File: src/rtl/vexp_fsm_bf16.sv
// Per-lane VEXP sequencer: evaluates e^x with a 3rd-order Horner polynomial by issuing
// mul/add ops to the shared bf16 units and capturing results from the operand return bus.
module vexp_fsm_bf16 #(
    parameter int unsigned MUL_LAT = 2,
    parameter int unsigned ADD_LAT = 2
) (
    input  logic        CLK,
    input  logic        nRST,
    input  logic        valid_in,
    input  logic [15:0] operand,
    output logic [15:0] a,
    output logic        done,
    output logic        mul_valid_in,
    output logic [15:0] mul_a,
    output logic [15:0] mul_b,
    output logic        add_valid_in,
    output logic [15:0] add_a,
    output logic [15:0] add_b,
    output logic        sub
);

    localparam int unsigned W       = 16;
    localparam int unsigned STEP_W  = 3;
    localparam int unsigned MAX_LAT = (MUL_LAT > ADD_LAT) ? MUL_LAT : ADD_LAT;
    localparam int unsigned CNT_W   = (MAX_LAT > 1) ? $clog2(MAX_LAT) : 1;

    localparam logic [W-1:0]      C3        = 16'h3E2B;
    localparam logic [W-1:0]      HALF      = 16'h3F00;
    localparam logic [W-1:0]      ONE       = 16'h3F80;
    localparam logic [STEP_W-1:0] LAST_STEP = 3'd5;

    typedef enum logic [1:0] {
        S_IDLE,
        S_ISSUE,
        S_WAIT,
        S_DONE
    } state_t;

    state_t             state_q;
    logic [STEP_W-1:0]  step_q;
    logic [CNT_W-1:0]   cnt_q;
    logic [W-1:0]       x_q;
    logic [W-1:0]       acc_q;

    logic               load_issue_c;
    logic [STEP_W-1:0]  iss_step_c;
    logic [W-1:0]       iss_x_c;
    logic [W-1:0]       iss_acc_c;
    logic               iss_mul_c;
    logic [W-1:0]       iss_a_c;
    logic [W-1:0]       iss_b_c;

    // Operands of the op issued next: the step being entered, built from the freshly
    // captured value so the issue register sees the new accumulator in the same edge.
    always_comb begin
        load_issue_c = 1'b0;
        iss_step_c   = 3'(step_q + 3'd1);
        iss_x_c      = x_q;
        iss_acc_c    = operand;
        iss_mul_c    = 1'b0;
        iss_a_c      = '0;
        iss_b_c      = '0;

        if (state_q == S_IDLE) begin
            load_issue_c = valid_in;
            iss_step_c   = '0;
            iss_x_c      = operand;
            iss_acc_c    = '0;
        end else if (state_q == S_WAIT) begin
            load_issue_c = (cnt_q == '0) && (step_q != LAST_STEP);
        end

        iss_mul_c = ~iss_step_c[0];
        if (iss_mul_c) begin
            iss_a_c = (iss_step_c == 3'd0) ? iss_x_c : iss_acc_c;
            iss_b_c = (iss_step_c == 3'd0) ? C3 : iss_x_c;
        end else begin
            iss_a_c = iss_acc_c;
            iss_b_c = (iss_step_c == 3'd1) ? HALF : ONE;
        end
    end

    // Sequencer state, datapath registers and registered unit-interface outputs.
    always_ff @(posedge CLK) begin
        if (nRST) begin
            state_q      <= S_IDLE;
            step_q       <= '0;
            cnt_q        <= '0;
            x_q          <= '0;
            acc_q        <= '0;
            a            <= '0;
            done         <= 1'b0;
            mul_valid_in <= 1'b0;
            mul_a        <= '0;
            mul_b        <= '0;
            add_valid_in <= 1'b0;
            add_a        <= '0;
            add_b        <= '0;
            sub          <= 1'b0;
        end else begin
            done         <= 1'b0;
            mul_valid_in <= 1'b0;
            mul_a        <= '0;
            mul_b        <= '0;
            add_valid_in <= 1'b0;
            add_a        <= '0;
            add_b        <= '0;
            sub          <= 1'b0;

            case (state_q)
                S_IDLE: begin
                    if (valid_in) begin
                        x_q     <= operand;
                        acc_q   <= '0;
                        step_q  <= '0;
                        state_q <= S_ISSUE;
                    end
                end
                S_ISSUE: begin
                    cnt_q   <= step_q[0] ? CNT_W'(ADD_LAT - 1) : CNT_W'(MUL_LAT - 1);
                    state_q <= S_WAIT;
                end
                S_WAIT: begin
                    if (cnt_q == '0) begin
                        acc_q <= operand;
                        if (step_q == LAST_STEP) begin
                            a       <= operand;
                            done    <= 1'b1;
                            state_q <= S_DONE;
                        end else begin
                            step_q  <= iss_step_c;
                            state_q <= S_ISSUE;
                        end
                    end else begin
                        cnt_q <= CNT_W'(cnt_q - 1'b1);
                    end
                end
                S_DONE: begin
                    state_q <= S_IDLE;
                end
                default: begin
                    state_q <= S_IDLE;
                end
            endcase

            if (load_issue_c) begin
                if (iss_mul_c) begin
                    mul_valid_in <= 1'b1;
                    mul_a        <= iss_a_c;
                    mul_b        <= iss_b_c;
                end else begin
                    add_valid_in <= 1'b1;
                    add_a        <= iss_a_c;
                    add_b        <= iss_b_c;
                end
            end
        end
    end

endmodule

File: config.mk
export PLATFORM = sky130hd
export DESIGN_NAME = vexp_fsm_bf16
export DESIGN_NICKNAME = d
export VERILOG_FILES = /design/src/rtl/vexp_fsm_bf16.sv
export SDC_FILE = /design/constraint.sdc
export NUM_CORES = 1
export LEC_CHECK = 0
export ABC_AREA = 0
export ABC_CLOCK_PERIOD_IN_PS = 4000
export CAP_MARGIN = 20
export CORE_MARGIN = 2
export CORE_UTILIZATION = 50
export DETAILED_ROUTE_END_ITERATION = 8
export GPL_TIMING_DRIVEN = 0
export PLACE_DENSITY = 0.93
export SLEW_MARGIN = 20
export SYNTH_ARGS = -nofsm -noshare
export SYNTH_HDL_FRONTEND = slang
export SYNTH_SLANG_ARGS = --single-unit
File: constraint.sdc
create_clock -name CLK -period 4 [get_ports CLK]
set_input_delay 0.8 -clock CLK [delete_from_list [all_inputs] [get_ports CLK]]
set_output_delay 0.8 -clock CLK [all_outputs]
set_load 0.01 [all_outputs]
==> results of run 1 <==
-- sequential cells by signal, summed over array words and instances (netlist names) --
name and count:
a 16, x_q 16, add_a 16, cnt_q 1
mul_b 16, mul_valid_in 1, mul_a 16, add_b 16
add_valid_in 1, done 1, state_q 2, step_q 3
-- layer usage --
| layer | share of wire (%) | GRT usage, % | up-vias |
|---|---|---|---|
| met2 | 52 | 40.08 | 140 |
| li1 | - | - | 1444 |
| met5 | 0 | 0 | - |
| met4 | 2.4 | 10.63 | 0 |
| met1 | 40 | 28.83 | 1391 |
| met3 | 5.8 | 3.507 | 23 |
-- cells by family (layout without fill, tap and decap cells) --
logic type      Yosys count  after routing
simple gates            161            161
flops                   105            105
compound gates           67             67
buf+inv                  27            143
fa+ha+maj                 4              4
mux                       4              4
other cells               1             10
xor+xnor                  1              1
-- through the flow --
step,utilization (%),setup WS (ns),std cells,area (µm²)
detailed placement,68.54,1.484,560,4631
CTS,71.43,1.804,575,4826
floorplan,-,2.368,379,3520
finish,71.43,1.784,575,4826
global route,71.43,1.673,575,4826
global placement,68.54,1.590,560,4631
-- critical path, delay by kind of cell --
kind | cells | cell delay [ns]
and+or+nand+nor | 2 | 0.26
buffers and inverters | 3 | 1.29
AOI/OAI and AO/OA | 1 | 0.15
-- layout make-up --
class	count	area (µm²)	area share [%]
sequential	105	2102	43.56
multi-input combinational	247	1297	26.89
timing repair buffer	101	1011	20.95
clock buffer	11	141.4	2.930
tap	80	100.1	2.074
buffer	21	97.59	2.022
clock inverter	4	53.80	1.115
inverter	6	22.52	0.4667
-- cell usage after synthesis, types with 2 or more instances --
library cell	number	share of area, %
a21oi_1	43	6.2
nand3_1	3	0.43
clkbuf_1	8	0.86
buf_1	2	0.22
nor3_1	8	1.1
buf_2	9	1.3
nor2_1	19	2.0
inv_1	6	0.65
buf_4	2	0.43
o22ai_1	14	2.5
dfxtp_1	105	60
a21o_1	2	0.43
nand2_1	93	10
nor2_2	2	0.36
ha_1	4	1.4
mux2i_1	4	1.1
and2_1	23	4.1
-- power by group through the flow --
stage          logic, W  clock network, W  registers [W]
2_1_floorplan  0.000175                 0        0.00117
3_3_place_gp   0.000330                 0        0.00115
3_5_place_dp   0.000342                 0        0.00116
4_1_cts        0.000347          0.000649        0.00113
5_1_grt        0.000379          0.000695        0.00114
6_report       0.000352          0.000644        0.00113
-- path summary, 6_finish.rpt --
path / depth (start not counted) / slack [ns] / to / from
max: 6 / 1.78 / x_q[7]$_SDFFE_PP0P_ / valid_in
max reg2reg: 6 / 2.00 / a[6]$_SDFFE_PP0P_ / step_q[0]$_SDFFE_PP0P_
min: 2 / 0.46 / a[4]$_SDFFE_PP0P_ / a[4]$_SDFFE_PP0P_
min reg2reg: 2 / 0.46 / a[4]$_SDFFE_PP0P_ / a[4]$_SDFFE_PP0P_
==> results.json, run 1 <==
{
  "rows": 30,
  "hp-class": "reg -> reg",
  "critical_path.cell_chain": "clkdlybuf4s50_1, and2_1, clkbuf_1, clkbuf_1, nand2_1, a21oi_1",
  "starting_utilization_of_the_core_area_pct": 51.59,
  "critical-path-max-stage-delay_ns": 0.53,
  "post_drt_wl_per_cell_um": 15.18,
  "post_synth_num_cell_types": 40,
  "layout.nets": 514,
  "antenna_left": 0,
  "setup.worst_path.class": "in -> reg",
  "core_region_area_um2": 6756,
  "post_synth_edffs": 0,
  "route.vias.total": 2998,
  "via_per_inst": 5.214,
  "number_of_global_route_vias_before_repair": 2789,
  "floorplan.die_area_um2": 7655,
  "io-pin-count": 103,
  "post_cts_resize_count": 0,
  "antenna_violations_before_repair": 0,
  "final_common_cell": "dfxtp_1",
  "max_freq_mhz": 451.2,
  "layout_worst_path_cycle_share_pct": 55.40,
  "gp_routability_congestion": 0.8892,
  "grt_remaining_overflow": 0,
  "worst_slew_margin_rel_pct": 64.93,
  "mappedNetlistArea_um2": 3486,
  "critPathArrivalTime_ns": 2.51,
  "synthAdderAreaFrac_pct": 1.436,
  "total_power_w": 0.002131,
  "grt_setup_unrepaired": "false",
  "most-common-layout-cells": "dfxtp_1, clkdlybuf4s50_1, nand2_1",
  "p_comb_share_pct": 16.5,
  "tritoncts": "yes",
  "skew_ns": 0.005200,
  "syn-instance-count": 370,
  "postCtsSetupRepairBufs": 0,
  "critical_path_end_type": "flop",
  "worstSkewPairLatency_ns": 0.36,
  "routed_wirelength_um": 8730,
  "async_flop_share_pct": 0,
  "critical-path-top-cell-by-count": "clkbuf_1",
  "area.growth.synth_to_final_pct": 38.44,
  "power_switching_w": 0.0005712,
  "finalSetupTns_ns": 0,
  "cts-root-buf": "clkbuf_8",
  "critPathLaunchType": "primary input",
  "numPortBuffers": 101,
  "detail_route.first_pass.iterations": 6,
  "switching_share_pct": 26.81,
  "drive_above_1_share_pct": 7.475,
  "sequential_fraction_of_the_synthesis_area_pct": 60.30,
  "hold_viol_final": 0,
  "maximum_number_of_pins_on_one_net_before_global_route_repair": 17,
  "critPathSlowestCell": "clkdlybuf4s50_1",
  "drt_first_iter_violations": 198,
  "grt_pass1_wl_um": 13650,
  "post_cts_hold_buffer_count": 0,
  "outcome": "complete, no violations",
  "worst_setup_hold_path_clk_slew_ns": 0.09,
  "number_of_endpoints_failing_setup_at_the_final_stage": 0,
  "p_int_w": 0.001559,
  "min_period_ns": 2.216,
  "cp_max_fo": 10,
  "post_synth_xor_area_fraction_pct": 0.4666,
  "synth_compound_area_share_pct": 11.16,
  "share_seq_of_total_power_pct": 53.3,
  "max-cap-violations": 0,
  "antenna-diode-count": 0,
  "grt_use_total_pct": 23.36,
  "die_y_um": 87.50,
  "chipWidth_um": 87.50,
  "report.final.slew_viol_count": 0,
  "clock_power_share_pct": 30.2,
  "detail_route.drc_violations": 0,
  "power_dens_cells_nw_per_um2": 441.5,
  "clock_tree.buffer_depth": 2,
  "tightestPinTransition_ns": 0.5261,
  "p_leak_nw": 1.811,
  "post_synth_mux_area_share_pct": 1.149,
  "synth_top_family_by_area": "simple AND/OR/NAND/NOR gates",
  "synth-main-ff-cell": "dfxtp_1",
  "dp_hpwl_um": 6268,
  "worst-endpoint-required_ns": 4.29,
  "ir_drop_mv": 0.2181,
  "worst_hold_slack_ns": 0.4629,
  "cts_sinks": 105,
  "synth_area_per_cell_um2": 9.421,
  "numCtsBuffers": 9,
  "synth_warnings": 0,
  "cts-htree-levels": 3,
  "yosys.area_share.simple_pct": 21.93,
  "ys_ff_latch": 105,
  "n_fill_cell": 471
}
(Power assumes the default switching activity.)
==> inputs of run 2 (changes only) <==
--- a/config.mk
+++ b/config.mk
@@ -6,13 +6,13 @@
 export NUM_CORES = 1
 export LEC_CHECK = 0
 export ABC_AREA = 0
-export ABC_CLOCK_PERIOD_IN_PS = 4000
+export ABC_CLOCK_PERIOD_IN_PS = 2200
 export CAP_MARGIN = 20
 export CORE_MARGIN = 2
-export CORE_UTILIZATION = 50
+export CORE_UTILIZATION = 46
 export DETAILED_ROUTE_END_ITERATION = 8
 export GPL_TIMING_DRIVEN = 0
-export PLACE_DENSITY = 0.93
+export PLACE_DENSITY = 0.87
 export SLEW_MARGIN = 20
 export SYNTH_ARGS = -nofsm -noshare
 export SYNTH_HDL_FRONTEND = slang
==> constraint.sdc (replaced) <==
create_clock -name CLK -period 2.2 [get_ports CLK]
set_input_delay 0.44 -clock CLK [delete_from_list [all_inputs] [get_ports CLK]]
set_output_delay 0.44 -clock CLK [all_outputs]
set_load 0.01 [all_outputs]
==> results.json, run 2 (synthesis gave the netlist of run 1 again) <==
{
  "finalSetupTns_ns": 0,
  "area.growth.synth_to_final_pct": 39.59,
  "cts-root-buf": "clkbuf_8",
  "antenna_violations_before_repair": 0,
  "post_drt_wl_per_cell_um": 14.83,
  "post_cts_resize_count": 0,
  "setup.worst_path.class": "reg -> reg",
  "report.final.slew_viol_count": 0,
  "critical_path_end_type": "flop",
  "clock_tree.buffer_depth": 2,
  "rows": 31,
  "io-pin-count": 103,
  "antenna_left": 0,
  "maximum_number_of_pins_on_one_net_before_global_route_repair": 19,
  "critical-path-max-stage-delay_ns": 0.55,
  "die_y_um": 91.05,
  "worst_slew_margin_rel_pct": 66.57,
  "routed_wirelength_um": 8825,
  "skew_ns": 0.01057,
  "drive_above_1_share_pct": 7.863,
  "worst-endpoint-required_ns": 2.50,
  "numCtsBuffers": 9,
  "numPortBuffers": 101,
  "min_period_ns": 1.976,
  "worst_setup_hold_path_clk_slew_ns": 0.10,
  "drt_first_iter_violations": 129,
  "p_leak_nw": 1.821,
  "hp-class": "reg -> reg",
  "detail_route.first_pass.iterations": 5,
  "ir_drop_mv": 0.3972,
  "max-cap-violations": 0,
  "core_region_area_um2": 7292,
  "critPathLaunchType": "flop",
  "antenna-diode-count": 0,
  "grt_setup_unrepaired": "false",
  "critical_path.cell_chain": "ha_1, nand2_1, nor2_2, buf_2, nand2_1, a21oi_1",
  "cts_sinks": 105,
  "fin_cells": 595,
  "postLayoutCoreUtil_pct": 66.73,
  "route.vias.total": 3009,
  "outcome": "complete, no violations",
  "gp_routability_congestion": 0.8079,
  "detail_route.drc_violations": 0,
  "grt_remaining_overflow": 0,
  "post_cts_hold_buffer_count": 0,
  "critical-path-top-cell-by-count": "nand2_1",
  "cp_max_fo": 10,
  "critPathArrivalTime_ns": 2.28,
  "power_dens_cells_nw_per_um2": 811.7,
  "number_of_global_route_vias_before_repair": 2998,
  "number_of_endpoints_failing_setup_at_the_final_stage": 0,
  "hold_viol_final": 0,
  "layout.nets": 514,
  "chipWidth_um": 91.05,
  "worstSkewPairLatency_ns": 0.37,
  "final.setup.worst_slack_ns": 0.2244,
  "starting_utilization_of_the_core_area_pct": 47.80,
  "grt_pass1_wl_um": 14350,
  "critPathSlowestCell": "dfxtp_1",
  "most-common-layout-cells": "dfxtp_1, clkdlybuf4s50_1, nand2_1",
  "tritoncts": "yes",
  "cts-htree-levels": 3,
  "tightestPinTransition_ns": 0.5014,
  "final_common_cell": "dfxtp_1",
  "n_fill_cell": 600,
  "via_per_inst": 5.057,
  "floorplan.die_area_um2": 8290,
  "layout_worst_path_cycle_share_pct": 89.80,
  "postCtsSetupRepairBufs": 0,
  "place_worst_setup_slack_ns": 0.07468,
  "grt_use_total_pct": 21.87,
  "dp_hpwl_um": 6378,
  "placed_cells": 579,
  "max_freq_mhz": 506.2
}
==> run 2: worst max-delay path, delay by kind of cell, from the launching register on <==
family	cells	cell delay [ns]
compound gates	1	0.13
fa+ha+maj	1	0.35
buf+inv	1	0.29
flops	1	0.55
simple gates	3	0.59
==> run 2: worst paths after layout <==
kind / from / end / slack, ns / cells past startpoint
max: step_q[0]$_SDFFE_PP0P_ / a[1]$_SDFFE_PP0P_ / 0.22 / 6
min: a[4]$_SDFFE_PP0P_ / a[4]$_SDFFE_PP0P_ / 0.46 / 2
max reg2reg: step_q[0]$_SDFFE_PP0P_ / a[1]$_SDFFE_PP0P_ / 0.22 / 6
min reg2reg: a[4]$_SDFFE_PP0P_ / a[4]$_SDFFE_PP0P_ / 0.46 / 2
==> run 2: through the flow <==
step	hold slack (ns)	cell area [µm²]	power, W
CTS	0.4613	4866	0.003946
global route	0.4847	4866	0.004122
global placement	0.4423	4654	0.002702
detailed placement	0.4470	4654	0.002728
floorplan	0.4380	3520	0.002449
finish	0.4607	4866	0.003950
==> run 2: where the power goes <==
part	internal (W)	switching [W]
Sequential	0.00201	0.0000548
Clock	0.000571	0.000684
Combinational	0.000271	0.000359
Total	0.00285	0.00110
==> run 2: area by class of cell <==
type	count	area [µm²]	share of cell area [%]
flip-flops and latches	105	2102	43.20
multi-input cells	247	1297	26.66
repair buffers	101	1011	20.78
clock buffers	10	137.6	2.828
well taps	99	123.9	2.546
plain buffers	21	97.59	2.006
clock inverters	6	73.82	1.517
inverters	6	22.52	0.4628
==> run 2: routing by layer <==
layer / global-route usage [%] / part of all wire (%) / vias to the layer above / wire (µm)
met5: 0 / 0 / - / 0
met4: 12.75 / 3.5 / 0 / 306
met3: 5.560 / 6.5 / 30 / 571
met2: 36.91 / 49 / 119 / 4339
met1: 25.00 / 41 / 1413 / 3608
li1: - / - / 1447 / -
